--- src/rtl/oam_dma_controller.sv ---
// Sprite OAM DMA sequencer ($4014).
// A CPU write of page P halts the CPU and copies $P00..$P(XFER_LEN-1) from
// the CPU bus into OAM through the PPU $2004 write path, one byte per
// get/put CPU-cycle pair. All transfer work advances only on cpu_ce.
// Optional debug ports are built when OAM_DMA_DEBUG_EN is defined.
// XFER_LEN must be a power of two, no greater than 256.
module oam_dma_controller #(
    parameter int PAGE_W   = 8,
    parameter int XFER_LEN = 256
) (
    input  logic              clk,
    input  logic              reset,
    input  logic              cpu_ce,
    input  logic              dma_wr,
    input  logic [PAGE_W-1:0] dma_page,
    input  logic [7:0]        mem_rdata,
    output logic              cpu_halt,
    output logic [15:0]       mem_addr,
    output logic              mem_rd,
    output logic              oam_wr,
    output logic [7:0]        oam_data,
    output logic              busy,
    output logic              done
`ifdef OAM_DMA_DEBUG_EN
    ,
    output logic [15:0]       dbg_count,
    output logic [7:0]        dbg_last_page
`endif
);

    typedef enum logic [2:0] {
        IDLE  = 3'd0,
        HALT  = 3'd1,
        ALIGN = 3'd2,
        READ  = 3'd3,
        WRITE = 3'd4
    } state_t;

    localparam logic [7:0] LAST_IDX = 8'(XFER_LEN - 1);

    state_t            state_q, state_d;
    logic              cyc_odd_q;
    logic [7:0]        idx_q, idx_d;
    logic [PAGE_W-1:0] page_q, page_d;
    logic [7:0]        data_q, data_d;
    logic              accept;

    // State register; cyc_odd tracks get/put parity on every CPU cycle.
    always_ff @(posedge clk) begin
        if (reset) begin
            state_q   <= IDLE;
            cyc_odd_q <= 1'b0;
            idx_q     <= 8'd0;
            page_q    <= '0;
            data_q    <= 8'd0;
        end else begin
            state_q   <= state_d;
            cyc_odd_q <= cpu_ce ? ~cyc_odd_q : cyc_odd_q;
            idx_q     <= idx_d;
            page_q    <= page_d;
            data_q    <= data_d;
        end
    end

    // Next-state and strobes; nothing moves on clks without cpu_ce.
    always_comb begin
        state_d = state_q;
        idx_d   = idx_q;
        page_d  = page_q;
        data_d  = data_q;
        oam_wr  = 1'b0;
        done    = 1'b0;
        accept  = 1'b0;
        if (cpu_ce) begin
            case (state_q)
                IDLE: begin
                    if (dma_wr) begin
                        accept  = 1'b1;
                        page_d  = dma_page;
                        idx_d   = 8'd0;
                        state_d = HALT;
                    end
                end
                // Odd HALT means the next cycle is already a get cycle.
                HALT:  state_d = cyc_odd_q ? READ : ALIGN;
                ALIGN: state_d = READ;
                READ: begin
                    data_d  = mem_rdata;
                    state_d = WRITE;
                end
                WRITE: begin
                    // Reset on this clk suppresses the strobe: no write once reset is seen.
                    oam_wr = ~reset;
                    if (idx_q == LAST_IDX) begin
                        done    = ~reset;
                        idx_d   = 8'd0;
                        state_d = IDLE;
                    end else begin
                        idx_d   = idx_q + 8'd1;
                        state_d = READ;
                    end
                end
                default: state_d = IDLE;
            endcase
        end
    end

    assign busy     = (state_q != IDLE);
    assign cpu_halt = busy;
    assign mem_rd   = (state_q == READ);
    assign mem_addr = 16'({page_q, idx_q});
    assign oam_data = data_q;

`ifdef OAM_DMA_DEBUG_EN
    logic [15:0] dbg_count_q;
    logic [7:0]  dbg_last_page_q;

    // Completed-transfer counter and last accepted page for the HEX displays.
    always_ff @(posedge clk) begin
        if (reset) begin
            dbg_count_q     <= 16'd0;
            dbg_last_page_q <= 8'd0;
        end else begin
            if (done)   dbg_count_q     <= dbg_count_q + 16'd1;
            if (accept) dbg_last_page_q <= 8'(dma_page);
        end
    end

    assign dbg_count     = dbg_count_q;
    assign dbg_last_page = dbg_last_page_q;
`endif

endmodule

--- config.mk ---
export PLATFORM = sky130hd
export DESIGN_NAME = oam_dma_controller
export DESIGN_NICKNAME = d
export VERILOG_FILES = /design/src/rtl/oam_dma_controller.sv
export SDC_FILE = /design/constraint.sdc
export NUM_CORES = 1
export LEC_CHECK = 0
export BUFFER_PORTS_ARGS = -buffer_cell sky130_fd_sc_hd__buf_2
export CORE_MARGIN = 2
export CORE_UTILIZATION = 45
export CTS_CLUSTER_SIZE = 12
export DETAILED_ROUTE_END_ITERATION = 7
export PLACE_DENSITY_LB_ADDON = 0.05
export RECOVER_POWER = 100
export SETUP_SLACK_MARGIN = 0.3
export SLEW_MARGIN = 25
export SYNTH_ARGS = -nofsm -noshare
export SYNTH_HDL_FRONTEND = slang
export SYNTH_SLANG_ARGS = --single-unit
export TNS_END_PERCENT = 10
--- constraint.sdc ---
create_clock -name clk -period 1.7 [get_ports clk]
set_input_delay 0.34 -clock clk [delete_from_list [all_inputs] [get_ports clk]]
set_output_delay 0.34 -clock clk [all_outputs]
set_load 0.03 [all_outputs]
# After elaboration in Yosys (flattened, before gate mapping)
# Cells that the tools add are included.
# op_classes
bitwise_logic	2
add_sub_neg	1
reduce_logical	7
n_mux	12
eq_ne	6
# op_table
operator	count
8-bit two-way mux	2
8-bit one-hot mux with 2 select lines	1
3-bit one-hot mux with 5 select lines	1
8-bit by 1-bit adder with 8-bit output, second input constant	1
8-bit equality test, second input constant	1
3-bit by 2-bit equality test with 1-bit output, second input constant	2
1-bit two-way mux	6
3-bit AND reduction	2
2-bit AND reduction	2
3-bit by 1-bit equality test with 1-bit output, second input constant	1
3-bit equality test, second input constant	1
3-bit zero test	1
3-bit two-way mux	1
3-bit nonzero test	1
2-bit two-way mux	1
2-bit != test, second input constant	1
1-bit inverter	2
2-bit nonzero test	1
# word_totals
reg_bits	28
inputBits	20

# Logic depth before layout (Yosys ltp)
# Gate-level depths: netlist (run 1).
# depth
ltp_word	4
mapped_depth	6
mapped_depth_nobuf	5

# Least setup slack after synthesis (run 1)
# No wires, ideal clock.
# synth_path
path_kind	register to output
startpoint	register state_q[0]
endpoint	output port done
arrival_ps	2066
t_required_ps	1360
stages_incl_launch_ff	6
n_path_buf	2
setup_slack_ps	-706
cell_sequence	dfxtp_1 > buf_6 > or2_1 > buf_6 > nor3_1 > nor2b_1
# synth_between
elab_chain_len	3
# synth_lines
item	line_no	rtl
from (decl)	41	state_t state_q, state_d;
from (signal assigned)	57	state_q <= state_d;
3-bit equality test	75	case (state_q)
1-bit two-way mux	75	
1-bit two-way mux	74	if (cpu_ce) begin
to (decl)	23	output logic done
# No other way between the ends.

# Worst setup path after layout (run 1)
# layout_path
startpoint	register idx_q[5]
endpoint	output port done
# layout_between
elab_chain_len	4
# layout_lines
item	line_no	rtl
from (decl)	43	logic [7:0] idx_q, idx_d;
from (signal assigned)	59	idx_q <= idx_d;
8-bit equality test	94	if (idx_q == LAST_IDX) begin
1-bit two-way mux	94	
1-bit two-way mux	75	
1-bit two-way mux	74	
# No other way between the ends.

==> reports/qor.csv, run 1 <==
stage,metric,value,unit
hold_path,Hold Crit Class,in -> reg,
yosys,ys async rst share,0,
placement,Place WS,0.108,ns
floorplanning,full die area,3280,um2
yosys,post-synthesis mux area share,0.0714,
cts,CTS Buf Count,3,
power_and_ir_drop,Power Density,713,nW/um2
final_layout,ANT cells,0,
sta,Worst-Margin Slew,0.406,ns
yosys,Syn Area/Cell,8.76,um2
sta,relative slew slack,0.728,
sta,Final Hold Fails,0,
final_layout,share of post-route cells with drive strength above 1,0.340,
detailed_routing,DR DRC count,0,
cts,clk sinks,28,
run,number of max-cap violations,0,
detailed_routing,number of DRC markers in iteration 0,42,
detailed_routing,post-route ant nets,0,
detailed_routing,via count,1233,
yosys,Synth Cell Area,1280,um2
floorplanning,Die Span X,57.3,um
detailed_routing,DR vias/cell,5.20,
placement,# port buffers,48,
floorplanning,core box area,2730,um2
cts,H-tree depth,1,
setup_path,Setup crit start kind,flop,
power_and_ir_drop,maximum VDD drop,0.595,mV
sta,final setup vio count,0,
sta,fin crit share,0.996,
power_and_ir_drop,leakage dissipation,0.000700,uW
global_routing,vias in the first global route,1200,
final_layout,area growth from synthesis to layout,35.3,%
yosys,"Top FF cell, synth",dfxtp_1,
sta,"Slew Viols, Final",0,
yosys,synthesis-stage register bit count,28,
yosys,"Seq/Total Area, Yosys",0.438,
global_routing,Tot GR Track Use,0.190,
yosys,largest family of logic cells by synthesized area,simple AND/OR/NAND/NOR gates,
cts,clk root buf,clkbuf_4,
yosys,Post-Synth Adder-Cell Area,0.00978,
floorplanning,Initial Utilization,0.468,
yosys,Mapped Cells,146,
yosys,Mapped Nets,167,
sta,final setup TNS,0,ns
yosys,xor-xnor portion of the synthesized cell area,0.0548,
yosys,Synth Area in Simple Gates,0.279,
setup_path,Critical Path End Type,primary output,
yosys,Netlist cell types,32,
detailed_routing,WL final,2890,um
sta,Tmin final,1.69,ns
global_routing,gr ovfl total,0,
floorplanning,I/O pin total,49,
cts,CTS tree,done,
cts,maximum buffer depth of the clock tree,2,
global_routing,first-pass GRT wire length,5020,um
sta,RSZ-0062 raised after global routing,yes,
placement,Final Wtd Congestion,0.864,
setup_path,Crit Path Class,reg -> out,
yosys,number of flops mapped to enable cells by yosys,0,
cts,clock latency on the worst-skew pair,0.31,ns
sta,max frequency,0.590,GHz
global_routing,largest net degree at the start of global routing,15,
detailed_routing,Avg WL per Cell,12.2,um
floorplanning,FP Rows,19,
placement,Post-DP HPWL,2090,um
setup_path,WP data required,1.36,ns
run_status,status,"finished, final reports clean",
detailed_routing,router iterations before antenna repair,4,
yosys,yosys warns,0,
setup_path,Worst EP arrival,1.35,ns
global_routing,initial antenna violation count,0,
setup_path,maximum fanout along the worst path,2,
yosys,post-synthesis compound-gate area fraction,0.0910,
final_layout,nets@finish,229,
sta,Worst Slack Setup Final,0.00605,ns
sta,Final Skew,0.00414,ns
floorplanning,Die Ht,57.3,um
cts,Clock transition at path regs,0.13,ns
[kinds of logic (layout without fill, tap and decap cells)]
kind of cell	count (synthesis)	in the layout
and+or+nand+nor	68	68
DFF	28	28
AOI/OAI and AO/OA	19	19
buffers and inverters	13	73
muxes	9	9
xor gates and xnor gates	8	8
adders and majority gates	1	1
[repair_timing]
action	in CTS	in global routing
endpoints found under the setup margin	13	27
resized for setup	31	7
hold buffers	0	0
hold endpoints to repair	0	0
pin swaps	7	10
buffers inserted	7	2
[cells in the final DEF (no fill, tap or decap), drive strengths merged]
cell / n
ha: 1
a2111oi: 1
nor3b: 1
nand2b: 1
xor2: 1
a21oi: 13
mux2i: 8
or2: 1
buf: 40
xnor2: 7
a2bb2oi: 1
nor4: 3
and4: 1
dfxtp: 28
inv: 3
nand2: 21
nor2: 21
clkbuf: 30
nor4b: 1
nand4: 4
or3: 2
nor3: 5
nand4b: 1
o21ai: 2
nand3: 4
mux2: 1
nor2b: 2
a221oi: 2
[per-stage QoR]
step / cell area, um2 / total power (uW) / hold slack [ns] / std cells / util
4_1_cts: 1760 / 1260 / 0.224 / 235 / 0.645
6_report: 1730 / 1230 / 0.247 / 237 / 0.633
2_1_floorplan: 1300 / 893 / 0.476 / 146 / -
3_3_place_gp: 1590 / 951 / 0.440 / 225 / 0.582
5_1_grt: 1730 / 1300 / 0.230 / 237 / 0.633
3_5_place_dp: 1590 / 954 / 0.448 / 225 / 0.582
[cell type report]
class,instances,area [um2]
Fill cell,257,1000
Clock buffer,3,22.5
Timing Repair Buffer,67,368
Multi-Input combinational cell,105,714
Sequential cell,28,576
Tap cell,31,38.8
Inverter,3,11.3
[registers in the layout, summed over array words and instances (netlist names)]
register and count:
idx_q 8, oam_data 8, page_q 8, state_q 3
cyc_odd_q 1
[report_power, final]
part,total [uW],switching [uW],leakage (uW),internal [uW]
Combinational,289,170,0.000455,119
Sequential,691,13.3,0.000232,678
Clock,253,170,0.0000138,82.7
Total,1230,353,0.000700,880
[routing by layer]
layer / track usage / part of all wire / up-vias
li1: - / - / 621
met1: 0.235 / 0.43 / 572
met2: 0.325 / 0.50 / 36
met3: 0.0363 / 0.053 / 4
met4: 0.0731 / 0.014 / 0
met5: 0 / 0 / -
[critical path: stages, from the launching register on]
cell	delay, ns
dfxtp_2	0.35
and4_1	0.22
nand4_1	0.19
nor2b_4	0.16
buf_6	0.13
[synthesized netlist by cell type, types with 2 or more instances]
library cell,instances,share of area
nand2_1,21,0.062
mux2i_1,8,0.063
or3_1,2,0.0098
buf_2,3,0.012
nor4_4,2,0.033
a221oi_1,2,0.014
clkbuf_1,4,0.012
nor2b_1,2,0.0098
nand4_1,4,0.020
inv_1,3,0.0088
buf_6,2,0.018
nand3_1,4,0.016
nor3_1,5,0.020
a21oi_1,13,0.051
xnor2_1,7,0.048
o21ai_0,2,0.0078
nor2_1,20,0.059
dfxtp_1,28,0.44
[final timing paths]
| path | from | endpoint | slack, ns | cells after the start |
|---|---|---|---|---|
| setup / recovery | idx_q[5] | done | 0.006 | 4 |
| hold / removal | mem_rdata[2] | oam_data[2] | 0.25 | 3 |
| setup reg to reg | state_q[1] | page_q[2] | 0.09 | 7 |
| hold reg to reg | oam_data[2] | oam_data[2] | 0.47 | 2 |
No activity file was read; power rests on OpenSTA's default activity.
==> run 2, diff against run 1 <==
==> constraint.sdc (replaced) <==
create_clock -name clk -period 2.1 [get_ports clk]
set_input_delay 0.42 -clock clk [delete_from_list [all_inputs] [get_ports clk]]
set_output_delay 0.42 -clock clk [all_outputs]
set_load 0.03 [all_outputs]
==> run 2 against run 1 <==
Effect of this change:
- combinational power shrank 28%
- cell count fell by 0.42%
- wire length up 0.83%
- utilization decreased by 1.8 points
- worst hold slack improved by 0.065 ns
- non-clock buffer count fell by 2
- critical endpoint is now oam_wr
- clock-buffer cell count is the same
- largest power group unchanged
- clock skew up 0.012 ns
- global-route usage rose by 0.34 points
- flip-flop and latch count did not move
- first-iteration DRC count down 29%
- register-to-register slack better by 0.33 ns
==> reports/qor.csv, run 2 (synthesized netlist as in run 1, its figures left out) <==
stage,metric,value,unit,change
setup_path,Worst EP arrival,1.42,ns,+0.07 ns
power_and_ir_drop,clock share of power,0.311,,+0.106
floorplanning,core box area,2730,um2,unchanged
detailed_routing,WL final,2910,um,+0.83%
floorplanning,I/O pin total,49,,unchanged
cts,H-tree depth,1,,unchanged
setup_path,r2r worst-path depth,6,,-1
cts,clk root buf,clkbuf_4,,
cts,clk sinks,28,,unchanged
cts,cts hold-fix bufs,0,,unchanged
power_and_ir_drop,Internal,818,uW,-7.0%
final_layout,"commonest non-fill, non-tap cells in the layout","31 x clkbuf_1, 22 x dfxtp_1, 21 x nand2_1, 20 x nor2_1, 19 x buf_2",,
placement,Final Wtd Congestion,0.770,,-11%
setup_path,Setup crit start kind,flop,,
detailed_routing,DR DRC count,0,,unchanged
sta,Worst-Margin Slew,1.12,ns,+0.713 ns
detailed_routing,DR vias/cell,5.22,,+0.34%
cts,CTS tree,done,,
sta,final setup vio count,0,,unchanged
placement,Post-DP HPWL,1950,um,-6.8%
sta,Final Hold Fails,0,,unchanged
setup_path,Critical Path End Type,primary output,,
setup_path,Crit Path Class,reg -> out,,
floorplanning,FP Rows,19,,unchanged
final_layout,Finished Cell Area,1680,um2,-2.8%
sta,max frequency,0.544,GHz,
global_routing,Tot GR Track Use,0.193,,+0.00339
floorplanning,Die Span X,57.3,um,unchanged
run,number of max-cap violations,0,,unchanged
setup_path,maximum fanout along the worst path,5,,+3
cts,Clock transition at path regs,0.16,ns,+0.03 ns
sta,Tmin final,1.84,ns,
power_and_ir_drop,Net Sw Frac,0.265,,-0.0216
sta,"Slew Viols, Final",0,,unchanged
hold_path,Hold Crit Class,in -> reg,,
global_routing,gr ovfl total,0,,unchanged
power_and_ir_drop,leakage dissipation,0.000677,uW,-3.3%
power_and_ir_drop,Seq pwr share,0.503,,-0.058
hold_path,hold wc startpoint,dma_page[1],,
final_layout,area growth from synthesis to layout,31.5,%,
power_and_ir_drop,Power Density,662,nW/um2,-7.1%
detailed_routing,via count,1232,,-0.081%
global_routing,largest net degree at the start of global routing,26,,+11
setup_path,Critical R2R Capture,page_q[6],,
sta,relative slew slack,0.254,,-0.474
cts,clock latency on the worst-skew pair,0.32,ns,about the same
setup_path,FF-to-FF Start,state_q[1],,
final_layout,fill cell count,264,,+2.7%
floorplanning,Initial Utilization,0.468,,unchanged
final_layout,share of post-route cells with drive strength above 1,0.263,,-0.0764
floorplanning,Die Ht,57.3,um,unchanged
placement,# port buffers,48,,unchanged
detailed_routing,number of DRC markers in iteration 0,30,,-29%
global_routing,first-pass GRT wire length,5060,um,+0.96%
final_layout,"commonest non-fill, non-tap cell in the layout",clkbuf_1,,
final_layout,nets@finish,227,,-0.87%
sta,hold slack,0.312,ns,+0.0648 ns
power_and_ir_drop,Comb power frac,0.186,,-0.049
power_and_ir_drop,maximum VDD drop,0.561,mV,-5.7%
global_routing,initial antenna violation count,0,,unchanged
placement,placed instance area,1540,um2,-3.3%
global_routing,vias in the first global route,1214,,+1.2%
cts,CTS Buf Count,3,,unchanged
final_layout,area of all sequential standard cells,571,um2,-0.87%
final_layout,ANT cells,0,,unchanged
hold_path,Hold EP,page_q[1],,
hold_path,Min-Delay Path Depth,3,,unchanged
setup_path,WP data required,1.68,ns,+0.32 ns
final_layout,Multi-input gate area,681,um2,-4.7%
sta,Final Skew,0.0157,ns,+0.0115 ns
floorplanning,full die area,3280,um2,unchanged
power_and_ir_drop,P_sw,295,uW,-17%
detailed_routing,router iterations before antenna repair,5,,+1
sta,final setup TNS,0,ns,unchanged
sta,fin crit share,0.876,,
sta,RSZ-0062 raised after global routing,yes,,
cts,maximum buffer depth of the clock tree,2,,unchanged
setup_path,"setup slack, reg-to-reg",0.42,ns,+0.33 ns
run_status,status,"finished, final reports clean",,
detailed_routing,post-route ant nets,0,,unchanged
detailed_routing,Avg WL per Cell,12.3,um,+1.3%
-- run 2: layout make-up --
cell class,instances,share of cell area
multi-input cells,105,0.405
flip-flops and latches,28,0.339
repair buffers,65,0.195
well taps,31,0.0231
clock inverters,1,0.0179
clock buffers,3,0.0134
inverters,3,0.00670
-- run 2: timing repair --
| action | CTS | global route |
|---|---|---|
| resized for setup | 18 | 0 |
| setup endpoints to repair | 2 | 11 |
| pin swaps | 2 | 1 |
| buffers inserted | 13 | 1 |
-- run 2: power groups by stage --
| stage | combinational, uW | clock, uW | sequential, uW |
|---|---|---|---|
| 2_1_floorplan | 129 | 0 | 594 |
| 3_3_place_gp | 182 | 0 | 579 |
| 3_5_place_dp | 185 | 0 | 580 |
| 4_1_cts | 212 | 358 | 559 |
| 5_1_grt | 224 | 386 | 563 |
| 6_report | 207 | 346 | 560 |
-- run 2: worst max-delay path, cell delays in order, from the launching register on --
cell and delay [ns]:
dfxtp_1 0.44, nand2_1 0.14, nor3_4 0.19, clkbuf_1 0.33
-- run 2: worst max path at each step --
stage,start,to,depth (start not counted),slack (ns)
floorplan,state_q[0],done,5,0.30
global placement,cpu_ce,done,5,0.41
detailed placement,cpu_ce,done,5,0.38
CTS,state_q[1],cpu_halt,3,0.30
global route,reset,idx_q[0],5,0.12
finish,state_q[2],oam_wr,3,0.26
-- run 2: layer usage --
layer	vias to the layer above	track usage	routed length, um
met5	-	0	0
met4	0	0.0764	17
met3	2	0.0249	164
met2	42	0.328	1450
met1	573	0.249	1290
li1	615	-	-
-- run 2: per-stage QoR --
stage / utilization / setup WS [ns] / power, uW / cells
2_1_floorplan: - / 0.300 / 723 / 146
3_3_place_gp: 0.563 / 0.407 / 761 / 218
3_5_place_dp: 0.563 / 0.376 / 764 / 218
4_1_cts: 0.633 / 0.297 / 1130 / 235
5_1_grt: 0.615 / 0.116 / 1170 / 236
6_report: 0.615 / 0.260 / 1110 / 236
